File: src/rtl/sargantana_icache_pkg.sv
// Shared types and sizing for the instruction-cache lookup controller.
package sargantana_icache_pkg;

   localparam int unsigned ICACHE_N_WAY      = 4;
   localparam int unsigned ICACHE_DEPTH      = 64;
   localparam int unsigned ICACHE_IDX_WIDTH  = $clog2(ICACHE_DEPTH);
   localparam int unsigned ICACHE_WAY_IDX_W  = $clog2(ICACHE_N_WAY);

   typedef logic [ICACHE_IDX_WIDTH-1:0] idx_t;
   typedef logic [ICACHE_N_WAY-1:0]     way_t;

   typedef enum logic [2:0] {
      S_IDLE,
      S_LOOKUP,
      S_MISS_REQ,
      S_MISS_WAIT,
      S_REFILL,
      S_REPLAY,
      S_FLUSH
   } icache_state_e;

endpackage

File: src/rtl/sargantana_icache_ctrl_if.sv
// Fetch, array and refill signals seen by the icache controller.
interface sargantana_icache_ctrl_if;
   import sargantana_icache_pkg::*;

   logic lookup_req_i;
   idx_t req_idx_i;
   logic lookup_ready_o;
   logic paddr_valid_i;
   logic kill_i;
   logic flush_i;
   way_t cline_hit_i;
   way_t way_valid_bits_i;
   logic cmp_enable_o;
   logic resp_valid_o;
   logic ifill_req_valid_o;
   logic ifill_req_ready_i;
   logic ifill_resp_valid_i;
   idx_t addr_idx_o;
   way_t fill_way_o;
   logic tag_we_o;
   logic data_we_o;
   logic valid_we_o;
   logic valid_clr_o;
   logic busy_o;

   // Environment side: front-end, checker and lower level
   modport master (
      output lookup_req_i, req_idx_i, paddr_valid_i, kill_i, flush_i,
             cline_hit_i, way_valid_bits_i, ifill_req_ready_i, ifill_resp_valid_i,
      input  lookup_ready_o, cmp_enable_o, resp_valid_o, ifill_req_valid_o,
             addr_idx_o, fill_way_o, tag_we_o, data_we_o, valid_we_o,
             valid_clr_o, busy_o
   );

   modport slave (
      input  lookup_req_i, req_idx_i, paddr_valid_i, kill_i, flush_i,
             cline_hit_i, way_valid_bits_i, ifill_req_ready_i, ifill_resp_valid_i,
      output lookup_ready_o, cmp_enable_o, resp_valid_o, ifill_req_valid_o,
             addr_idx_o, fill_way_o, tag_we_o, data_we_o, valid_we_o,
             valid_clr_o, busy_o
   );

endinterface

File: src/rtl/sargantana_icache_replace.sv
// Victim way choice: lowest invalid way, else a round-robin pointer that
// only advances when a refill actually consumed it.
module sargantana_icache_replace
   import sargantana_icache_pkg::*;
(
   input  logic clk_i,
   input  logic rstn_i,
   input  way_t way_valid_i,
   input  logic latch_i,
   input  logic advance_i,
   output way_t victim_o
);

   logic [ICACHE_WAY_IDX_W-1:0] rr_q, rr_d;
   way_t victim_q, victim_d;
   logic used_rr_q, used_rr_d;
   way_t first_inv;

   always_comb begin
      first_inv = '0;
      for (int i = ICACHE_N_WAY - 1; i >= 0; i--) begin
         if (!way_valid_i[i]) begin
            first_inv    = '0;
            first_inv[i] = 1'b1;
         end
      end

      rr_d      = rr_q;
      victim_d  = victim_q;
      used_rr_d = used_rr_q;

      if (latch_i) begin
         if (&way_valid_i) begin
            victim_d  = way_t'(1) << rr_q;
            used_rr_d = 1'b1;
         end else begin
            victim_d  = first_inv;
            used_rr_d = 1'b0;
         end
      end

      if (advance_i && used_rr_q) begin
         rr_d      = (rr_q == ICACHE_WAY_IDX_W'(ICACHE_N_WAY - 1)) ? '0
                                                                  : rr_q + ICACHE_WAY_IDX_W'(1);
         used_rr_d = 1'b0;
      end
   end

   always_ff @(posedge clk_i or negedge rstn_i) begin
      if (!rstn_i) begin
         rr_q      <= '0;
         victim_q  <= '0;
         used_rr_q <= 1'b0;
      end else begin
         rr_q      <= rr_d;
         victim_q  <= victim_d;
         used_rr_q <= used_rr_d;
      end
   end

   assign victim_o = victim_q;

endmodule

File: src/rtl/sargantana_icache_ctrl.sv
// Icache sequencing: lookup, miss/refill handshake, replay and set-by-set
// valid flush. Array/handshake strobes decode from the current state.
module sargantana_icache_ctrl
   import sargantana_icache_pkg::*;
#(
   parameter bit FLUSH_ON_RESET = 1'b1
) (
   input logic                     clk_i,
   input logic                     rstn_i,
   sargantana_icache_ctrl_if.slave bus
);

   icache_state_e state_q, state_d;
   idx_t          idx_q, idx_d;
   idx_t          flush_cnt_q, flush_cnt_d;
   logic          kill_pending_q, kill_pending_d;
   logic          flush_pending_q, flush_pending_d;
   logic          victim_latch;
   way_t          victim;

   sargantana_icache_replace u_replace (
      .clk_i       (clk_i),
      .rstn_i      (rstn_i),
      .way_valid_i (bus.way_valid_bits_i),
      .latch_i     (victim_latch),
      .advance_i   (state_q == S_REFILL),
      .victim_o    (victim)
   );

   always_comb begin
      state_d         = state_q;
      idx_d           = idx_q;
      flush_cnt_d     = flush_cnt_q;
      kill_pending_d  = kill_pending_q;
      flush_pending_d = flush_pending_q |
                        (bus.flush_i && state_q != S_IDLE && state_q != S_FLUSH);

      bus.lookup_ready_o    = 1'b0;
      bus.cmp_enable_o      = 1'b0;
      bus.resp_valid_o      = 1'b0;
      bus.ifill_req_valid_o = 1'b0;
      bus.tag_we_o          = 1'b0;
      bus.data_we_o         = 1'b0;
      bus.valid_we_o        = 1'b0;
      bus.valid_clr_o       = 1'b0;
      bus.addr_idx_o        = idx_q;
      bus.fill_way_o        = '0;
      victim_latch          = 1'b0;

      unique case (state_q)
         S_IDLE: begin
            // Flush wins over a same-cycle request, so the request is not acknowledged
            bus.lookup_ready_o = !flush_pending_q && !bus.flush_i;
            if (bus.flush_i || flush_pending_q) begin
               state_d     = S_FLUSH;
               flush_cnt_d = '0;
            end else if (bus.lookup_req_i) begin
               idx_d   = bus.req_idx_i;
               state_d = S_LOOKUP;
            end
         end
         S_LOOKUP: begin
            bus.cmp_enable_o = bus.paddr_valid_i;
            if (bus.kill_i) begin
               state_d = S_IDLE;
            end else if (bus.paddr_valid_i) begin
               if (|bus.cline_hit_i) begin
                  bus.resp_valid_o = 1'b1;
                  if (bus.lookup_req_i && !flush_pending_q && !bus.flush_i) begin
                     bus.lookup_ready_o = 1'b1;
                     idx_d              = bus.req_idx_i;
                  end else begin
                     state_d = S_IDLE;
                  end
               end else begin
                  victim_latch = 1'b1;
                  state_d      = S_MISS_REQ;
               end
            end
         end
         S_MISS_REQ: begin
            bus.ifill_req_valid_o = 1'b1;
            // Once handshaken the refill is owed to us; a kill only marks it
            if (bus.ifill_req_ready_i) begin
               state_d        = S_MISS_WAIT;
               kill_pending_d = kill_pending_q | bus.kill_i;
            end else if (bus.kill_i) begin
               state_d = S_IDLE;
            end
         end
         S_MISS_WAIT: begin
            if (bus.kill_i) kill_pending_d = 1'b1;
            if (bus.ifill_resp_valid_i) state_d = S_REFILL;
         end
         S_REFILL: begin
            bus.tag_we_o   = 1'b1;
            bus.data_we_o  = 1'b1;
            bus.valid_we_o = 1'b1;
            bus.fill_way_o = victim;
            if (kill_pending_q || bus.kill_i || flush_pending_d) begin
               state_d        = S_IDLE;
               kill_pending_d = 1'b0;
            end else begin
               state_d = S_REPLAY;
            end
         end
         S_REPLAY: begin
            state_d = bus.kill_i ? S_IDLE : S_LOOKUP;
         end
         S_FLUSH: begin
            bus.valid_clr_o = 1'b1;
            bus.addr_idx_o  = flush_cnt_q;
            if (bus.flush_i) begin
               flush_cnt_d = '0;
            end else if (flush_cnt_q == idx_t'(ICACHE_DEPTH - 1)) begin
               flush_cnt_d     = '0;
               flush_pending_d = 1'b0;
               state_d         = S_IDLE;
            end else begin
               flush_cnt_d = flush_cnt_q + idx_t'(1);
            end
         end
         default: state_d = S_IDLE;
      endcase
   end

   always_ff @(posedge clk_i or negedge rstn_i) begin
      if (!rstn_i) begin
         state_q         <= FLUSH_ON_RESET ? S_FLUSH : S_IDLE;
         idx_q           <= '0;
         flush_cnt_q     <= '0;
         kill_pending_q  <= 1'b0;
         flush_pending_q <= 1'b0;
      end else begin
         state_q         <= state_d;
         idx_q           <= idx_d;
         flush_cnt_q     <= flush_cnt_d;
         kill_pending_q  <= kill_pending_d;
         flush_pending_q <= flush_pending_d;
      end
   end

   assign bus.busy_o = (state_q != S_IDLE);

endmodule

File: src/flat_wrapper.sv
// flat-port wrapper written by rule: the top's interface ports become plain ports
module sargantana_icache_ctrl_flat import sargantana_icache_pkg::*;
#(
   parameter bit FLUSH_ON_RESET = 1'b1
)
  (clk_i, rstn_i, bus_lookup_req_i, bus_req_idx_i, bus_paddr_valid_i, bus_kill_i, bus_flush_i, bus_cline_hit_i, bus_way_valid_bits_i, bus_ifill_req_ready_i, bus_ifill_resp_valid_i, bus_lookup_ready_o, bus_cmp_enable_o, bus_resp_valid_o, bus_ifill_req_valid_o, bus_addr_idx_o, bus_fill_way_o, bus_tag_we_o, bus_data_we_o, bus_valid_we_o, bus_valid_clr_o, bus_busy_o);
  sargantana_icache_ctrl_if bus_i ();
  input logic clk_i;
  input logic rstn_i;
  input wire logic [$bits(bus_i.lookup_req_i)-1:0] bus_lookup_req_i;
  input wire logic [$bits(bus_i.req_idx_i)-1:0] bus_req_idx_i;
  input wire logic [$bits(bus_i.paddr_valid_i)-1:0] bus_paddr_valid_i;
  input wire logic [$bits(bus_i.kill_i)-1:0] bus_kill_i;
  input wire logic [$bits(bus_i.flush_i)-1:0] bus_flush_i;
  input wire logic [$bits(bus_i.cline_hit_i)-1:0] bus_cline_hit_i;
  input wire logic [$bits(bus_i.way_valid_bits_i)-1:0] bus_way_valid_bits_i;
  input wire logic [$bits(bus_i.ifill_req_ready_i)-1:0] bus_ifill_req_ready_i;
  input wire logic [$bits(bus_i.ifill_resp_valid_i)-1:0] bus_ifill_resp_valid_i;
  output wire logic [$bits(bus_i.lookup_ready_o)-1:0] bus_lookup_ready_o;
  output wire logic [$bits(bus_i.cmp_enable_o)-1:0] bus_cmp_enable_o;
  output wire logic [$bits(bus_i.resp_valid_o)-1:0] bus_resp_valid_o;
  output wire logic [$bits(bus_i.ifill_req_valid_o)-1:0] bus_ifill_req_valid_o;
  output wire logic [$bits(bus_i.addr_idx_o)-1:0] bus_addr_idx_o;
  output wire logic [$bits(bus_i.fill_way_o)-1:0] bus_fill_way_o;
  output wire logic [$bits(bus_i.tag_we_o)-1:0] bus_tag_we_o;
  output wire logic [$bits(bus_i.data_we_o)-1:0] bus_data_we_o;
  output wire logic [$bits(bus_i.valid_we_o)-1:0] bus_valid_we_o;
  output wire logic [$bits(bus_i.valid_clr_o)-1:0] bus_valid_clr_o;
  output wire logic [$bits(bus_i.busy_o)-1:0] bus_busy_o;
  assign bus_i.lookup_req_i = bus_lookup_req_i;
  assign bus_i.req_idx_i = bus_req_idx_i;
  assign bus_i.paddr_valid_i = bus_paddr_valid_i;
  assign bus_i.kill_i = bus_kill_i;
  assign bus_i.flush_i = bus_flush_i;
  assign bus_i.cline_hit_i = bus_cline_hit_i;
  assign bus_i.way_valid_bits_i = bus_way_valid_bits_i;
  assign bus_i.ifill_req_ready_i = bus_ifill_req_ready_i;
  assign bus_i.ifill_resp_valid_i = bus_ifill_resp_valid_i;
  assign bus_lookup_ready_o = bus_i.lookup_ready_o;
  assign bus_cmp_enable_o = bus_i.cmp_enable_o;
  assign bus_resp_valid_o = bus_i.resp_valid_o;
  assign bus_ifill_req_valid_o = bus_i.ifill_req_valid_o;
  assign bus_addr_idx_o = bus_i.addr_idx_o;
  assign bus_fill_way_o = bus_i.fill_way_o;
  assign bus_tag_we_o = bus_i.tag_we_o;
  assign bus_data_we_o = bus_i.data_we_o;
  assign bus_valid_we_o = bus_i.valid_we_o;
  assign bus_valid_clr_o = bus_i.valid_clr_o;
  assign bus_busy_o = bus_i.busy_o;
  sargantana_icache_ctrl #(.FLUSH_ON_RESET(FLUSH_ON_RESET)) u_core (.clk_i(clk_i), .rstn_i(rstn_i), .bus(bus_i));
endmodule
File: config.mk
export PLATFORM = sky130hd
export DESIGN_NAME = sargantana_icache_ctrl_flat
export DESIGN_NICKNAME = d
export VERILOG_FILES = /design/src/rtl/sargantana_icache_pkg.sv /design/src/rtl/sargantana_icache_ctrl_if.sv /design/src/rtl/sargantana_icache_replace.sv /design/src/rtl/sargantana_icache_ctrl.sv /design/src/flat_wrapper.sv
export SDC_FILE = /design/constraint.sdc
export NUM_CORES = 1
export LEC_CHECK = 0
export CORE_AREA = 2 2 57 59
export CTS_BUF_LIST = sky130_fd_sc_hd__clkbuf_8
export DETAILED_ROUTE_END_ITERATION = 8
export DIE_AREA = 0 0 59 61
export GPL_ROUTABILITY_DRIVEN = 0
export PLACE_DENSITY = 0.83
export RECOVER_POWER = 50
export SYNTH_ARGS = -nofsm -noshare
export SYNTH_HDL_FRONTEND = slang
export SYNTH_SLANG_ARGS = --single-unit
File: constraint.sdc
create_clock -name clk_i -period 2.8 [get_ports clk_i]
set_input_delay 0.56 -clock clk_i [delete_from_list [all_inputs] [get_ports clk_i]]
set_output_delay 0.56 -clock clk_i [all_outputs]
set_load 0.01 [all_outputs]
==> results of run 1 <==
-- layout make-up --
| class | count | share of cell area [%] |
|---|---|---|
| timing repair buffer | 46 | 21.8 |
| multi-input combinational | 116 | 41.0 |
| clock inverter | 1 | 1.49 |
| tap | 33 | 2.05 |
| sequential | 24 | 29.9 |
| inverter | 9 | 1.67 |
| clock buffer | 3 | 2.05 |
-- layer usage --
layer	up-vias	GRT usage [%]	share of wire, %
li1	645	-	-
met1	646	25.1	41
met2	55	35.9	50
met3	14	3.62	5.2
met4	0	11.0	3.6
met5	-	0	0
-- cells by family after synthesis --
logic type | after synthesis
XOR/XNOR | 4
AND/OR/NAND/NOR | 55
AO/OA/AOI/OAI | 37
buffers and inverters | 15
flip-flops | 24
adder cells (fa/ha/maj) | 5
multiplexers | 15
-- registers in the layout (all words and copies together) (netlist names) --
name	flops
u_core.idx_q	6
u_core.flush_cnt_q	6
u_core.u_replace.victim_o	4
u_core.flush_pending_q	1
u_core.u_replace.rr_q	2
u_core.state_q	3
u_core.u_replace.used_rr_q	1
u_core.kill_pending_q	1
-- through the flow --
step,setup slack [ns],utilization [%],cells,instance area [um2],hold slack [ns]
2_1_floorplan,0.957,-,155,1500,0.264
4_1_cts,0.0335,68.5,232,2020,0.475
3_3_place_gp,0.167,66.1,228,1950,0.456
3_5_place_dp,0.0426,66.1,228,1950,0.465
5_1_grt,0.0459,68.3,232,2020,0.497
6_report,0.135,68.3,232,2020,0.483
-- synth_stat cells (all sizes together), types with 2 or more instances --
cell,count
nor3,3
o21a,2
a31oi,2
and3,2
xor2,3
ha,5
dfstp,2
nand2b,2
nand3b,3
and2,4
dfrtp,22
nor4b,2
nor2b,2
inv,9
nand2,14
o21ai,10
o22ai,2
a21oi,8
a22o,4
mux2,14
a21boi,2
nand3,8
buf,6
nor2,9
-- worst register-to-register path, stage by stage (launching register included) --
cell      delay, ns
dfstp_2        0.68
nand3b_1       0.17
buf_4          0.21
nor2_1         0.31
nand3_1        0.15
a31oi_1        0.18
-- placed cells by master (no fill, tap or decap), drive strengths merged, types with 2 or more instances in the layout --
| master | synthesis | routed |
|---|---|---|
| a21boi | 2 | 2 |
| clkdlybuf4s50 | 0 | 37 |
| nor2 | 9 | 9 |
| o21ai | 10 | 10 |
| a31oi | 2 | 2 |
| ha | 5 | 5 |
| nor4b | 2 | 2 |
| mux2 | 14 | 14 |
| a22o | 4 | 4 |
| nor2b | 2 | 2 |
| o22ai | 2 | 2 |
| nand2 | 14 | 14 |
| nor3 | 3 | 3 |
| o21a | 2 | 2 |
| inv | 9 | 9 |
| nand3 | 8 | 8 |
| nand2b | 2 | 2 |
| clkbuf | 0 | 5 |
| a21oi | 8 | 8 |
| buf | 6 | 4 |
| and2 | 4 | 4 |
| dfrtp | 22 | 22 |
| xor2 | 3 | 3 |
| dfstp | 2 | 2 |
| and3 | 2 | 2 |
| nand3b | 3 | 3 |
| dlygate4sd3 | 0 | 2 |
-- timing repair --
action	in CTS	in global routing
hold buffers	0	0
setup endpoints to repair	0	1
hold endpoints to repair	0	0
gates resized for setup	0	1
-- power groups by stage --
stage | combinational (uW) | clock [uW] | sequential [uW]
floorplan | 490 | 0 | 508
global placement | 755 | 0 | 533
detailed placement | 775 | 0 | 542
CTS | 781 | 303 | 534
global route | 845 | 318 | 547
finish | 772 | 297 | 536
-- how the worst max path moves through the flow --
stage | from | end | slack, ns | cells after the start
detailed placement | bus_cline_hit_i[1] | bus_lookup_ready_o | 0.04 | 6
finish | u_core.state_q[2] | bus_fill_way_o[0] | 0.13 | 4
global placement | bus_cline_hit_i[1] | bus_lookup_ready_o | 0.17 | 6
CTS | bus_paddr_valid_i | bus_lookup_ready_o | 0.03 | 6
floorplan | u_core.state_q[2] | bus_addr_idx_o[0] | 0.96 | 4
global route | u_core.state_q[2] | bus_fill_way_o[0] | 0.05 | 4
==> out/metrics.csv, run 1 <==
metric,value,unit
status,finished clean,
CTS max path bufs,2,
wire length of the first global-routing pass,5.61,mm
vias per cell,5.86,
share of layout cells above drive strength 1,15.1,%
Slowest cell on crit path,dfstp_2,
fin crit period,2.67,ns
switching share of power,35.0,%
Worst path top cell family by delay,flip-flops,
initial antenna violation count,0,
net count after synthesis,182,
power per cell area,795,nW/um2
Sw Pwr,561,uW
Area Overhead vs Synth,34.3,%
multi-input logic area,828,um2
Gate Count Post-Synth,155,
total wire length,3.37,mm
largest family of logic cells by synthesized area,simple AND/OR/NAND/NOR gates,
postcts setup bufs,0,
Worst Path Arrival,2.11,ns
root buffer cell,clkbuf_8,
global router's overall resource usage,20.9,%
Yosys cell types,43,
mapped cell area,1500,um2
CP Capture Type,primary output,
drt initial violations,64,
Compound-Gate Fraction of Synth Area,16.6,%
FP Rows,20,
top area cells in the synthesized netlist,"dfrtp_1 (37%), mux2_2 (10%), ha_1 (4.2%)",
Register Area,603,um2
# diodes,0,
sequential share of the synthesized area,40.1,%
ANT nets after route,0,
CTS buffer count,3,
vias in the first global route,1307,
f_max,375,MHz
Yosys top cell area share,36.6,%
Sequential Power Share,33.4,%
WL/cell,14.5,um
"FFs w/ async S/R, synth",100,%
cells on worst reg2reg path,5,
Worst Max-Slew Pin Slew,1.22,ns
Crit path largest cell delay,0.68,ns
clk sink count,24,
synthesis-stage register bit count,24,
Hold Path End,u_core.u_replace.used_rr_q,
max_cap viols,0,
clock insertion delay at the later pin of the skew report,0.27,ns
Ports,41,
worst r2r src,u_core.state_q[2],
I/O Buffers,40,
CTS tree,built,
r2r endpoint,u_core.flush_cnt_q[3],
combinational share of power,48.1,%
largest net degree at the start of global routing,25,
Slew headroom,18.5,%
Die H,61,um
Mean Syn Cell Area,9.69,um2
clock power share,18.5,%
Min-Delay Path Class,flip-flop to flip-flop,
Core Area,2950,um2
simple-gate share of the synthesized area,20.9,%
post-synthesis mux area share,11.2,%
Lkg Pwr,0.000895,uW
Residual DRC,0,
H-tree depth reported by CTS,1,
width of the chip,59,um
RSZ-0062 raised after global routing,no,
VDD IR max,430,uV
post-synth top area cell,dfrtp_1,
Int Pwr,1040,uW
Initial DRT Pass Iterations,4,
startpoint types,flip-flop,
final hold violations,0,
Adder-Cell Fraction of Synth Area,4.16,%
die area,3600,um2
Final Setup Violations,0,
Hold Crit Start,u_core.u_replace.used_rr_q,
overall power,1600,uW
Worst Path Required,2.24,ns
Most used DFF post-synth,dfrtp_1,
setup TNS,0,ns
"EDFF count, synth",0,
Final Cycle Share,95.2,%
Reg2Reg Setup Slack,1.04,ns
clk slew on worst S/H paths,0.08,ns
GRT overflow,0,
max-slew violation count,0,
Hold Crit Depth,1,
Initial Utilization,50.9,%
xor/xnor share of the synthesized area,2.33,%
fill count,234,
Setup Crit Path Kind,flip-flop to primary output,
Total Nets Final,227,
DP Wirelength,2.59,mm
cells along the critical path,"nand2b_1, nor2_2, and2_1, clkdlybuf4s50_1",
crit-path max FO,12,
Synth Warn #,0,
via count,1360,
CP bufs+invs,1,
Fin Clk Skew,0.00310,ns
(Power assumes the default switching activity.)
==> run 2, diff against run 1 <==
--- a/config.mk
+++ b/config.mk
@@ -10,7 +10,7 @@
 export DETAILED_ROUTE_END_ITERATION = 8
 export DIE_AREA = 0 0 59 61
 export GPL_ROUTABILITY_DRIVEN = 0
-export PLACE_DENSITY = 0.83
+export PLACE_DENSITY = 0.94
 export RECOVER_POWER = 50
 export SYNTH_ARGS = -nofsm -noshare
 export SYNTH_HDL_FRONTEND = slang
==> run 2 against run 1 <==
Compared with the run above:
- count of clock-buffer cells in the layout up 1
- clock power is 22% lower
- power shrank 4.2%
- critical path depth did not move
- cell count up 0.86%
- sequential power about the same
- flip-flop and latch count did not move
- utilization is 0.13 points lower
- highest routed layer unchanged
==> out/metrics.csv, run 2 (synthesis results as in run 1) <==
metric,value,unit
status,finished clean,
Worst path top cell family by delay,flip-flops,
Setup Crit Path Kind,flip-flop to primary output,
initial antenna violation count,0,
Worst Path Arrival,2.11,ns
VDD IR max,501,uV
# diodes,0,
clk slew on worst S/H paths,0.08,ns
Fin Clk Skew,0.00243,ns
Worst Path Required,2.24,ns
post-route design area,2010,um2
CTS buffer count,3,
clk sink count,24,
Slowest cell on crit path,dfstp_2,
most frequent cells in the layout,"clkdlybuf4s50_1 (39), dfrtp_1 (22), nand2_1 (14), mux2_2 (14), o21ai_0 (10)",
postcts setup bufs,0,
total wire length,3.32,mm
FP Rows,20,
Final Cycle Share,95.3,%
ANT nets after route,0,
Final Setup Violations,0,
Initial Utilization,50.9,%
Area after DPL,1970,um2
Lkg Pwr,0.000880,uW
Initial DRT Pass Iterations,4,
share of layout cells above drive strength 1,15.9,%
DP Wirelength,2.57,mm
largest net degree at the start of global routing,25,
Slew headroom,18.5,%
Reg2Reg Setup Slack,1.01,ns
Worst Max-Slew Pin Slew,1.22,ns
I/O Buffers,40,
clock insertion delay at the later pin of the skew report,0.27,ns
WL/cell,14.2,um
final hold violations,0,
via count,1309,
width of the chip,59,um
CTS max path bufs,2,
vias in the first global route,1319,
Residual DRC,0,
setup TNS,0,ns
"commonest non-fill, non-tap cell in the layout",clkdlybuf4s50_1,
RSZ-0062 raised after global routing,no,
Total Nets Final,229,
GRT overflow,0,
wire length of the first global-routing pass,5.84,mm
Die H,61,um
root buffer cell,clkbuf_8,
met2 GRT Util,36.7,%
Core Area,2950,um2
GRT met3 Usage,2.99,%
met1 GRT Util,26.9,%
Area Overhead vs Synth,34.1,%
grt peak-use layer,met2,
CTS tree,built,
crit-path max FO,12,
vias per cell,5.59,
cells along the critical path,"nand2b_1, nor2_2, and2_1, clkdlybuf4s50_1",
CP bufs+invs,1,
startpoint types,flip-flop,
overall power,1540,uW
Ports,41,
hold-fix buffers at CTS,0,
Crit path largest cell delay,0.68,ns
die area,3600,um2
H-tree depth reported by CTS,1,
Resized Gates After CTS,0,
fin crit period,2.67,ns
f_max,375,MHz
CP Capture Type,primary output,
max_cap viols,0,
drt initial violations,67,
power per cell area,763,nW/um2
max-slew violation count,0,
global router's overall resource usage,21.4,%
Min-Delay Path Class,flip-flop to flip-flop,
==> run 2: routing by layer <==
metal | up-vias | wire, um
li1 | 650 | -
met1 | 613 | 1430
met2 | 41 | 1690
met3 | 5 | 151
met4 | 0 | 53
met5 | - | 0
==> run 2: tightest hold or removal path: stages, from the launching register on <==
cell and delay, ns:
dfrtp_1 0.34, nand2_1 0.04, o21ai_0 0.06
==> run 2: area by class of cell <==
cell class / instances / area [um2]
fill: 236 / 938
sequential: 24 / 603
tap: 33 / 41.3
clock buffer: 4 / 55.1
timing repair buffer: 48 / 453
multi-input combinational: 116 / 828
inverter: 9 / 33.8
==> run 2: through the flow <==
stage	std cells	hold WS [ns]	setup WS, ns	util [%]
final	234	0.475	0.131	68.2
after global routing	234	0.515	0.000819	68.2
after CTS	234	0.480	0.124	68.5
after detailed placement	230	0.462	0.134	66.6
after global placement	230	0.456	0.149	66.6
after floorplan	155	0.264	0.957	-
==> run 2: where the power goes <==
| part | internal (uW) | switching (uW) |
|---|---|---|
| sequential | 446 | 92.3 |
| clock | 126 | 107 |
| combinational | 410 | 356 |
| total | 982 | 555 |
==> run 2: worst paths after layout <==
kind | startpoint | end | cells past startpoint
max | u_core.state_q[2] | bus_fill_way_o[0] | 4
min | u_core.u_replace.victim_o[3] | u_core.u_replace.victim_o[3] | 2
max reg2reg | u_core.state_q[2] | u_core.flush_cnt_q[3] | 5
min reg2reg | u_core.u_replace.victim_o[3] | u_core.u_replace.victim_o[3] | 2
max in group asynchronous | rstn_i | u_core.flush_cnt_q[4] | 2
min in group asynchronous | rstn_i | u_core.u_replace.rr_q[0] | 2
==> run 3, diff against run 2 <==
--- a/config.mk
+++ b/config.mk
@@ -10,7 +10,7 @@
 export DETAILED_ROUTE_END_ITERATION = 8
 export DIE_AREA = 0 0 59 61
 export GPL_ROUTABILITY_DRIVEN = 0
-export PLACE_DENSITY = 0.94
+export PLACE_DENSITY = 0.82
 export RECOVER_POWER = 50
 export SYNTH_ARGS = -nofsm -noshare
 export SYNTH_HDL_FRONTEND = slang
==> run 3 against run 2 <==
Compared with the run above:
- wire length rose by 6.1%
- die area unchanged
- maximum frequency shrank 3.0%
- worst hold slack better by 0.00053 ns
- combinational power grew 3.1%
- non-clock buffer count fell by 2
- cell area increased by 0.75%
- global-route usage up 0.13 points
- register-to-register slack improved by 0.02 ns
==> out/metrics.csv, run 3 (synthesis results as in run 1) <==
metric,value,unit
max-slew violation count,0,
Setup Crit Path Kind,input port to primary output,
status,finished clean,
wire length of the first global-routing pass,5.93,mm
Min-Delay Path Class,flip-flop to flip-flop,
global router's overall resource usage,21.6,%
H-tree depth reported by CTS,1,
Core Area,2950,um2
Worst Path Arrival,2.19,ns
CP Capture Type,primary output,
VDD IR max,538,uV
DP Wirelength,2.65,mm
share of layout cells above drive strength 1,15.1,%
"Core Util, Final",68.7,%
drt initial violations,48,
crit-path max FO,3,
Initial Utilization,50.9,%
Fin Clk Skew,0.00658,ns
Reg2Reg Setup Slack,1.03,ns
final worst-path setup slack,0.0494,ns
ANT nets after route,0,
Final Setup Violations,0,
Worst Path Required,2.24,ns
Total Nets Final,227,
total wire length,3.53,mm
Initial DRT Pass Iterations,4,
Lkg Pwr,0.000890,uW
hold-fix buffers at CTS,0,
GRT overflow,0,
initial antenna violation count,0,
f_max,364,MHz
"commonest non-fill, non-tap cell in the layout",clkdlybuf4s50_1,
CTS max path bufs,2,
die area,3600,um2
via count,1339,
WL/cell,15.2,um
Slew headroom,18.4,%
final hold violations,0,
max_cap viols,0,
Die H,61,um
clock insertion delay at the later pin of the skew report,0.27,ns
Final Cycle Share,98.2,%
vias in the first global route,1351,
I/O Buffers,40,
fin crit period,2.75,ns
# diodes,0,
root buffer cell,clkbuf_8,
clk sink count,24,
most frequent cells in the layout,"clkdlybuf4s50_1 (36), dfrtp_1 (22), nand2_1 (14), mux2_2 (14), o21ai_0 (10)",
power per cell area,801,nW/um2
Worst Max-Slew Pin Slew,1.22,ns
startpoint types,input port,
clk slew on worst S/H paths,0.08,ns
FP Rows,20,
CTS tree,built,
Residual DRC,0,
vias per cell,5.77,
largest net degree at the start of global routing,25,
Ports,41,
width of the chip,59,um
Area Overhead vs Synth,35.1,%
pre-CTS setup slack,0.0486,ns
CTS buffer count,3,
[run 3: report_power, final]
part	total (uW)	switching, uW	leakage, uW	internal [uW]
combinational	790	383	0.000537	407
clock	301	110	0.0000357	191
sequential	534	87.4	0.000317	447
total	1630	581	0.000890	1040
[run 3: layout make-up]
cell class | count | area [um2]
clock buffer | 3 | 41.3
clock inverter | 1 | 30.0
fill | 260 | 923
inverter | 9 | 33.8
multi-input combinational | 116 | 840
sequential | 24 | 603
tap | 33 | 41.3
timing repair buffer | 46 | 440
[run 3: repair_timing]
| item | in CTS | in global routing |
|---|---|---|
| endpoints found under the setup margin | 0 | 1 |
| resized for setup | 0 | 2 |
| setup buffers | 0 | 0 |
[run 3: worst paths after layout]
path | cells after the start | endpoint | startpoint
max reg2reg | 4 | u_core.state_q[1] | u_core.state_q[1]
min in group asynchronous | 2 | u_core.idx_q[5] | rstn_i
min | 2 | u_core.u_replace.victim_o[3] | u_core.u_replace.victim_o[3]
max in group asynchronous | 2 | u_core.flush_cnt_q[0] | rstn_i
min reg2reg | 2 | u_core.u_replace.victim_o[3] | u_core.u_replace.victim_o[3]
max | 6 | bus_lookup_ready_o | bus_cline_hit_i[2]
[run 3: critical path: stages]
cell             delay [ns]
clkdlybuf4s50_1        0.46
o41ai_4                0.44
nor2_1                 0.10
nand2_1                0.09
a21oi_1                0.06
clkdlybuf4s50_1        0.47
[run 3: metrics by stage]
| step | std cells | hold slack [ns] | TNS, ns | power (uW) | instance area, um2 |
|---|---|---|---|---|---|
| finish | 232 | 0.475 | 0 | 1630 | 2030 |
| global route | 232 | 0.505 | -0.0147 | 1730 | 2030 |
| CTS | 232 | 0.481 | 0 | 1630 | 2020 |
| detailed placement | 228 | 0.462 | 0 | 1320 | 1950 |
| global placement | 228 | 0.455 | 0 | 1290 | 1950 |
| floorplan | 155 | 0.264 | 0 | 998 | 1500 |
[run 3: per-layer routing]
| metal | wire length, um | GRT usage [%] | vias to the layer above |
|---|---|---|---|
| li1 | - | - | 643 |
| met1 | 1520 | 26.9 | 641 |
| met2 | 1730 | 37.1 | 45 |
| met3 | 181 | 3.20 | 10 |
| met4 | 91 | 9.74 | 0 |
| met5 | 0 | 0 | - |
